==> src/rtl/data_mem_arbiter.sv <==
// ============================================================================
// Module   : data_mem_arbiter
// Purpose  : Shares the data_mem port between the CPU load/store path and a
//            word-wide DMA/debug requester, one transaction at a time.
// Option   : DATA_MEM_ARB_ROUND_ROBIN_EN selects round-robin tie-breaking.
// Revision : 1.0
// ============================================================================
`default_nettype none

module data_mem_arbiter #(
  parameter int ADDR_W = 32,
  parameter int DATA_W = 32
) (
  input  logic              clk,
  input  logic              reset,
  input  logic              cpu_memread,
  input  logic              cpu_memwrite,
  input  logic [ADDR_W-1:0] cpu_addr,
  input  logic [DATA_W-1:0] cpu_write_data,
  input  logic [3:0]        cpu_sign_mask,
  output logic [DATA_W-1:0] cpu_read_data,
  output logic              cpu_clk_stall,
  input  logic              dma_req,
  input  logic              dma_we,
  input  logic [ADDR_W-1:0] dma_addr,
  input  logic [DATA_W-1:0] dma_wdata,
  output logic              dma_ack,
  output logic [DATA_W-1:0] dma_rdata,
  output logic              mem_memread,
  output logic              mem_memwrite,
  output logic [ADDR_W-1:0] mem_addr,
  output logic [DATA_W-1:0] mem_write_data,
  output logic [3:0]        mem_sign_mask,
  input  logic [DATA_W-1:0] mem_read_data,
  input  logic              mem_clk_stall
);

  typedef enum logic [1:0] {
    ST_IDLE  = 2'd0,
    ST_ISSUE = 2'd1,
    ST_WAIT  = 2'd2
  } state_t;

  localparam logic       OWN_CPU       = 1'b0;
  localparam logic       OWN_DMA       = 1'b1;
  localparam logic [3:0] DMA_SIGN_MASK = 4'b0100;

  state_t              state_q, state_d;
  logic                owner_q, owner_d;
  logic                is_read_q, is_read_d;
  logic                holdoff_q, holdoff_d;
  logic                mem_memread_q, mem_memread_d;
  logic                mem_memwrite_q, mem_memwrite_d;
  logic [ADDR_W-1:0]   mem_addr_q, mem_addr_d;
  logic [DATA_W-1:0]   mem_write_data_q, mem_write_data_d;
  logic [3:0]          mem_sign_mask_q, mem_sign_mask_d;
  logic [DATA_W-1:0]   cpu_read_data_q, cpu_read_data_d;
  logic                cpu_clk_stall_q, cpu_clk_stall_d;
  logic                dma_ack_q, dma_ack_d;
  logic [DATA_W-1:0]   dma_rdata_q, dma_rdata_d;

  logic cpu_pend;
  logic dma_pend;
  logic grant_cpu;

  assign cpu_pend = (cpu_memread | cpu_memwrite) & ~holdoff_q;
  // The requester still holds dma_req in its ack cycle; do not re-grant it.
  assign dma_pend = dma_req & ~dma_ack_q;

`ifdef DATA_MEM_ARB_ROUND_ROBIN_EN
  logic rr_q, rr_d;
  assign grant_cpu = cpu_pend & (~dma_pend | (rr_q == OWN_CPU));
`else
  assign grant_cpu = cpu_pend;
`endif

  always_comb begin
    state_d          = state_q;
    owner_d          = owner_q;
    is_read_d        = is_read_q;
    holdoff_d        = 1'b0;
    mem_memread_d    = 1'b0;
    mem_memwrite_d   = 1'b0;
    mem_addr_d       = mem_addr_q;
    mem_write_data_d = mem_write_data_q;
    mem_sign_mask_d  = mem_sign_mask_q;
    cpu_read_data_d  = cpu_read_data_q;
    cpu_clk_stall_d  = cpu_clk_stall_q;
    dma_ack_d        = 1'b0;
    dma_rdata_d      = dma_rdata_q;
`ifdef DATA_MEM_ARB_ROUND_ROBIN_EN
    rr_d             = rr_q;
`endif

    case (state_q)
      ST_IDLE: begin
        cpu_clk_stall_d = cpu_pend;
        if (cpu_pend | dma_pend) begin
          state_d = ST_ISSUE;
          if (grant_cpu) begin
            owner_d          = OWN_CPU;
            is_read_d        = cpu_memread;
            mem_memread_d    = cpu_memread;
            mem_memwrite_d   = cpu_memwrite;
            mem_addr_d       = cpu_addr;
            mem_write_data_d = cpu_write_data;
            mem_sign_mask_d  = cpu_sign_mask;
          end else begin
            owner_d          = OWN_DMA;
            is_read_d        = ~dma_we;
            mem_memread_d    = ~dma_we;
            mem_memwrite_d   = dma_we;
            mem_addr_d       = dma_addr;
            mem_write_data_d = dma_wdata;
            mem_sign_mask_d  = DMA_SIGN_MASK;
          end
`ifdef DATA_MEM_ARB_ROUND_ROBIN_EN
          // Only a contended grant moves the pointer.
          if (cpu_pend & dma_pend) rr_d = grant_cpu ? OWN_DMA : OWN_CPU;
`endif
        end
      end

      ST_ISSUE: begin
        state_d = ST_WAIT;
        if (cpu_pend) cpu_clk_stall_d = 1'b1;
      end

      ST_WAIT: begin
        if (cpu_pend) cpu_clk_stall_d = 1'b1;
        if (!mem_clk_stall) begin
          state_d = ST_IDLE;
          if (owner_q == OWN_CPU) begin
            if (is_read_q) cpu_read_data_d = mem_read_data;
            cpu_clk_stall_d = 1'b0;
            holdoff_d       = 1'b1;
          end else begin
            dma_ack_d   = 1'b1;
            dma_rdata_d = mem_read_data;
          end
        end
      end

      default: state_d = ST_IDLE;
    endcase
  end

  always_ff @(posedge clk or posedge reset) begin
    if (reset) begin
      state_q          <= ST_IDLE;
      owner_q          <= OWN_CPU;
      is_read_q        <= 1'b0;
      holdoff_q        <= 1'b0;
      mem_memread_q    <= 1'b0;
      mem_memwrite_q   <= 1'b0;
      mem_addr_q       <= '0;
      mem_write_data_q <= '0;
      mem_sign_mask_q  <= '0;
      cpu_read_data_q  <= '0;
      cpu_clk_stall_q  <= 1'b0;
      dma_ack_q        <= 1'b0;
      dma_rdata_q      <= '0;
`ifdef DATA_MEM_ARB_ROUND_ROBIN_EN
      rr_q             <= OWN_CPU;
`endif
    end else begin
      state_q          <= state_d;
      owner_q          <= owner_d;
      is_read_q        <= is_read_d;
      holdoff_q        <= holdoff_d;
      mem_memread_q    <= mem_memread_d;
      mem_memwrite_q   <= mem_memwrite_d;
      mem_addr_q       <= mem_addr_d;
      mem_write_data_q <= mem_write_data_d;
      mem_sign_mask_q  <= mem_sign_mask_d;
      cpu_read_data_q  <= cpu_read_data_d;
      cpu_clk_stall_q  <= cpu_clk_stall_d;
      dma_ack_q        <= dma_ack_d;
      dma_rdata_q      <= dma_rdata_d;
`ifdef DATA_MEM_ARB_ROUND_ROBIN_EN
      rr_q             <= rr_d;
`endif
    end
  end

  assign cpu_read_data  = cpu_read_data_q;
  assign cpu_clk_stall  = cpu_clk_stall_q;
  assign dma_ack        = dma_ack_q;
  assign dma_rdata      = dma_rdata_q;
  assign mem_memread    = mem_memread_q;
  assign mem_memwrite   = mem_memwrite_q;
  assign mem_addr       = mem_addr_q;
  assign mem_write_data = mem_write_data_q;
  assign mem_sign_mask  = mem_sign_mask_q;

endmodule

`default_nettype wire

==> config.mk <==
export PLATFORM = sky130hd
export DESIGN_NAME = data_mem_arbiter
export DESIGN_NICKNAME = d
export VERILOG_FILES = /design/src/rtl/data_mem_arbiter.sv
export SDC_FILE = /design/constraint.sdc
export NUM_CORES = 1
export LEC_CHECK = 0
export ABC_AREA = 1
export ABC_CLOCK_PERIOD_IN_PS = 6900
export BUFFER_PORTS_ARGS = -buffer_cell sky130_fd_sc_hd__buf_2
export CAP_MARGIN = 20
export CORE_ASPECT_RATIO = 1.25
export CORE_MARGIN = 2
export CORE_UTILIZATION = 29
export CTS_BUF_LIST = sky130_fd_sc_hd__clkbuf_4 sky130_fd_sc_hd__clkbuf_8
export DETAILED_ROUTE_END_ITERATION = 7
export PLACE_DENSITY_LB_ADDON = 0.3
export SLEW_MARGIN = 5
export SYNTH_ARGS = -nofsm -noshare
export SYNTH_HDL_FRONTEND = slang
export SYNTH_SLANG_ARGS = --single-unit
==> constraint.sdc <==
create_clock -name clk -period 6.9 [get_ports clk]
set_clock_uncertainty 0.15 [all_clocks]
set_input_delay 1.38 -clock clk [delete_from_list [all_inputs] [get_ports clk]]
set_output_delay 1.38 -clock clk [all_outputs]
set_load 0.05 [all_outputs]
== After elaboration in Yosys (flattened, before gate mapping) ==
Cells that the tools add are included.
Word-level totals
  memory bits (writable): 0
  bits in read-only memories: 0
  logic and storage cells: 55
  register bits after elaboration: 141
  input port bits: 171
  memories: 0
  latch bits: 0
Cells by class
  eq/ne operators: 4
  reduce and logical (&&, ||, !) cells: 6
  shift operators: 0
  divide/modulo/power cells: 0
  mux-type cells: 23
  $mul: 0
  bitwise logic cells: 9
  order comparisons: 0
  add/sub/neg operators: 0
Operator list (count)
  $mux 32: 2
  $mux 1: 16
  $pmux 2 s3: 1
  $not 1->1: 5
  $mux 2: 2
  $mux 4: 1
  $ne 2x2->1 const B: 2
  $reduce_and 2->1: 2
  $reduce_and 4->1: 1
  $pmux 1 s3: 1
  $reduce_and 3->1: 1
  $reduce_bool 3->1: 1
  $and 1x1->1: 2
  $eq 2x1->1 const B: 1
  $eq 2x2->1 const B: 1
  $logic_not 2->1: 1
  $or 1x1->1: 2

== Longest topological paths before layout ==
  word-level depth: 6
  gate-level depth with buffers: 8

== Least setup slack after synthesis ==
OpenSTA, ideal clock, no wires.
  kind: input port to flip-flop
  start point: input port cpu_memwrite
  end point: register mem_addr_q[0] (netlist: mem_addr[0])
  path buffers: 2
  required time: 6.632 ns
  arrival: 2.116 ns
  stages on the path: 6
  library setup time: 0.118 ns
  path slack: 4.516 ns
  cells stage by stage: o21ai_4 a21oi_1 buf_4 buf_4 nand2_1 nand2_1
Between the ends
  longest elaborated chain between the ends: 4
  elaborated cells between the ends (all ways): 5
  classes of those cells: 1 x mux; 3 x bitwise; 1 x reduce/logical
Ends and longest elaborated chain
  from (decl): line 17  | input logic cpu_memwrite,
  $or 1x1->1 (*): line 66  | assign cpu_pend = (cpu_memread | cpu_memwrite) & ~holdoff_q;
  $and 1x1->1 (*): line 66
  $or 1x1->1: line 98  | if (cpu_pend | dma_pend) begin
  $reduce_and 2->1 (no source line)
  to (signal assigned): line 173  | mem_addr_q <= mem_addr_d;
  to (decl): line 54  | logic [ADDR_W-1:0] mem_addr_q, mem_addr_d;
Mark *: on every way between the ends. The rest lies on a longest branch, timed or not.
A chain may end at the register's enable or synchronous reset.

== Worst setup path after layout ==
  start point: input port cpu_memwrite
  end point: register mem_write_data_q[27] (netlist: mem_write_data[27])
Between the ends
  longest elaborated chain between the ends: 4
  elaborated cells between the ends (all ways): 5
  classes of those cells: 1 x mux; 3 x bitwise; 1 x reduce/logical
Ends and longest elaborated chain
  $or 1x1->1 (*): line 66
  $and 1x1->1 (*): line 66
  $or 1x1->1: line 98
  $reduce_and 2->1 (no source line)
  to (signal assigned): line 174  | mem_write_data_q <= mem_write_data_d;
  to (decl): line 55  | logic [DATA_W-1:0] mem_write_data_q, mem_write_data_d;
Marks and branches as above.

==> flow_summary.toml <==
[global_route]
antenna_found_initial = 0
gr-usage-all-layers_pct = 15.5
grtUsageMet1_pct = 18.7
busiest_layer = "met2"
grt_pass1_wl_mm = 28.0
grt_use_met2_pct = 25.4
grt-ovfl-total = 0
first_global_vias = 5554
grt_max_degree = 77
grt_util_met3_pct = 5.93

[critical_path]
crit_start = "cpu_memwrite"
required_ns = 7.12
r2r-start = "holdoff_q"
reg2reg_depth = 8
critPathSlowestCell = "buf_4"
cp_top_family = "buffers and inverters"
cp-end-kind = "flip-flop"
crit_type = "in2reg"
cp_num_buf_inv = 3
reg2reg_setup_slack_ns = 4.03
path_common_cell = "nand2_1"
worstPathCellList = "buf_2 > o21ai_4 > buf_4 > nand2_1 > nand2_2 > buf_4 > nand2_1 > nand2_1"
rr_endpoint = "mem_write_data[21]"
critPathMaxStageDelay_ns = 0.57
worst-path-max-fanout = 73
startpoint_type = "input port"
cp.arrival_ns = 3.36

[clocking]
numCtsBuffers = 17
post_cts_buffers = 0
htreeDepth = 4
cts_resized = 0
clock_path_buffers = 2
clk_latency_ns = 0.43
numClockSinks = 141
cts_tree = "done"
postCtsHoldBufs = 0
root_buffer = "clkbuf_8"
clk_pin_slew_ns = 0.08

[sta]
rsz0062_at_grt = "false"
worstMarginPinSlew_ns = 0.853
maxSlewViolCount = 0
setup_tns_ns = 0
fmax_ghz = 0.318
slew_headroom_pct = 43.1
post-route-min-period_ns = 3.14
min_period_over_period_pct = 45.5
setup_viol = 0
hold_violations = 0

[drt]
firstDrtPassIters = 4
viasPerCell = 4.34
vias = 5965
drc = 0
totalWireLength_mm = 18.0
wl_per_cell_um = 13.1
drtIter0Drc = 206
ant_nets = 0

[die]
die_area_um2 = 22800
start_util_pct = 29.3
die_h_um = 168
die_w_um = 136
io_pins = 307
row_count = 60
fp.coreArea_um2 = 21400

[power]
totalPowerFinal_mw = 4.64
power_density_nw_per_um2 = 551
power_leakage_nw = 5.01
peakVddDrop_v = 0.000314

[synthesis]
syn_area_um2 = 6270
postSynthCellCount = 797
async_reset_ff_share_pct = 100
synthFlopType = "dfrtp_1"
yosys-top-cells-area = "dfrtp_1 (56%), nand2_1 (25%), nand3_1 (5.4%), o21ai_0 (5.0%), inv_1 (2.6%)"
yosysSeqAreaShare_pct = 56.3
syn_nets = 972
synth_top_cell_by_area = "dfrtp_1"
yosysTopAreaCellShare_pct = 56.3
syn_area_per_cell_um2 = 7.87
ys_seq_elements = 141
yosys.cell_types.count = 19
synth_warnings = 0
synth_edf_count = 0

[placed_design]
gp_congestion = 0.730
io_buffer_count = 306
placed_area_um2 = 7990
dp_cells = 1340
dp_hpwl_mm = 12.8

[cells_and_area]
register_area_um2 = 3530
final_area_um2 = 8420
fin_nets = 1258
final_layout_size_suffix_gt1_share_pct = 32.4
fillers = 2297
multi_input_area_um2 = 2370
area_growth_pct = 34.2
final_cells = 1374
insertedDiodeCount = 0

[hold_path]
hold_path_depth = 2
worstHoldStart = "mem_addr[20]"
holdPathEnd = "mem_addr[20]"
hp-class = "reg2reg"

[outcome]
status = "finished clean"

[job]
drv_cap = 0
## kinds of logic (layout without fill, tap and decap cells)
| kind of cell | after synthesis | after routing | synth area share, % |
|---|---|---|---|
| buffers and inverters | 92 | 390 | 6.21 |
| AND/OR/NAND/NOR | 490 | 490 | 31.0 |
| adder cells (fa/ha/maj) | 4 | 4 | 0.798 |
| flip-flops | 141 | 141 | 56.3 |
| AO/OA/AOI/OAI | 70 | 70 | 5.77 |
## metrics by stage
step                worst slack, ns  hold WS (ns)  util (%)
floorplan                      1.59         0.304         -
global route                   3.54         0.349      39.3
CTS                            3.77         0.323      39.1
detailed placement             3.28         0.303      37.4
global placement               3.31         0.306      37.4
finish                         3.76         0.323      39.3
## cell type report
class                   instances  share of cell area [%]
clock buffers                  20                    3.20
clock inverters                11                    1.13
inverters                      45                    2.07
multi-input cells             564                    28.2
flip-flops and latches        141                    41.9
well taps                     279                    4.15
repair buffers                314                    19.4
## layout by cell type, fill, tap and decap left out
cell	netlist	final
a21oi_1	4	3
a21oi_4	0	1
buf_12	0	3
buf_2	20	306
buf_4	5	5
bufinv_16	0	1
clkbuf_4	0	1
clkbuf_8	0	19
clkinv_2	0	5
clkinv_4	0	2
clkinvlp_4	0	3
dfrtp_1	141	141
ha_1	4	4
inv_1	44	42
inv_2	1	2
inv_6	0	1
nand2_1	414	411
nand2_2	1	4
nand3_1	68	68
nand3b_1	1	1
nand4_1	1	1
nor2_1	4	4
nor3b_2	1	1
o21ai_0	63	63
o21ai_1	2	2
o21ai_4	1	1
## sequential cells by signal (all words and copies together), names as in the netlist
register        cells
holdoff_q           1
mem_memread         1
is_read_q           1
dma_ack             1
state_q             2
mem_sign_mask       4
dma_rdata          32
cpu_clk_stall       1
cpu_read_data      32
mem_addr           32
mem_memwrite        1
mem_write_data     32
owner_q             1
## worst max path at each step
stage	to	slack, ns	depth (start not counted)
final	mem_write_data[27]	3.76	8
after global routing	mem_addr[2]	3.54	8
after CTS	mem_sign_mask[2]	3.77	7
after detailed placement	mem_sign_mask[2]	3.28	7
after global placement	mem_sign_mask[2]	3.31	7
after floorplan	cpu_clk_stall	1.59	1
## worst min-delay path, stage by stage (launching register included)
cell,delay (ns)
dfrtp_1,0.34
nand2_1,0.05
nand2_1,0.06
## power breakdown
| group | switching (mW) | internal [mW] | leakage [nW] |
|---|---|---|---|
| clock | 0.316 | 0.303 | 0.184 |
| combinational | 2.05 | 0.556 | 3.06 |
| sequential | 0.197 | 1.22 | 1.77 |
## per-layer routing
metal	wire length, µm	vias up
met1	7530	2678
met2	8460	224
met4	348	0
met5	0	-
met3	1690	22
li1	-	3041
## Yosys cell counts (all sizes together), types with 4 or more instances
master	n
nand3	68
inv	45
dfrtp	141
nand2	415
a21oi	4
clkbuf	17
nor2	4
ha	4
buf	30
o21ai	66
No activity file was read; power rests on OpenSTA's default activity.
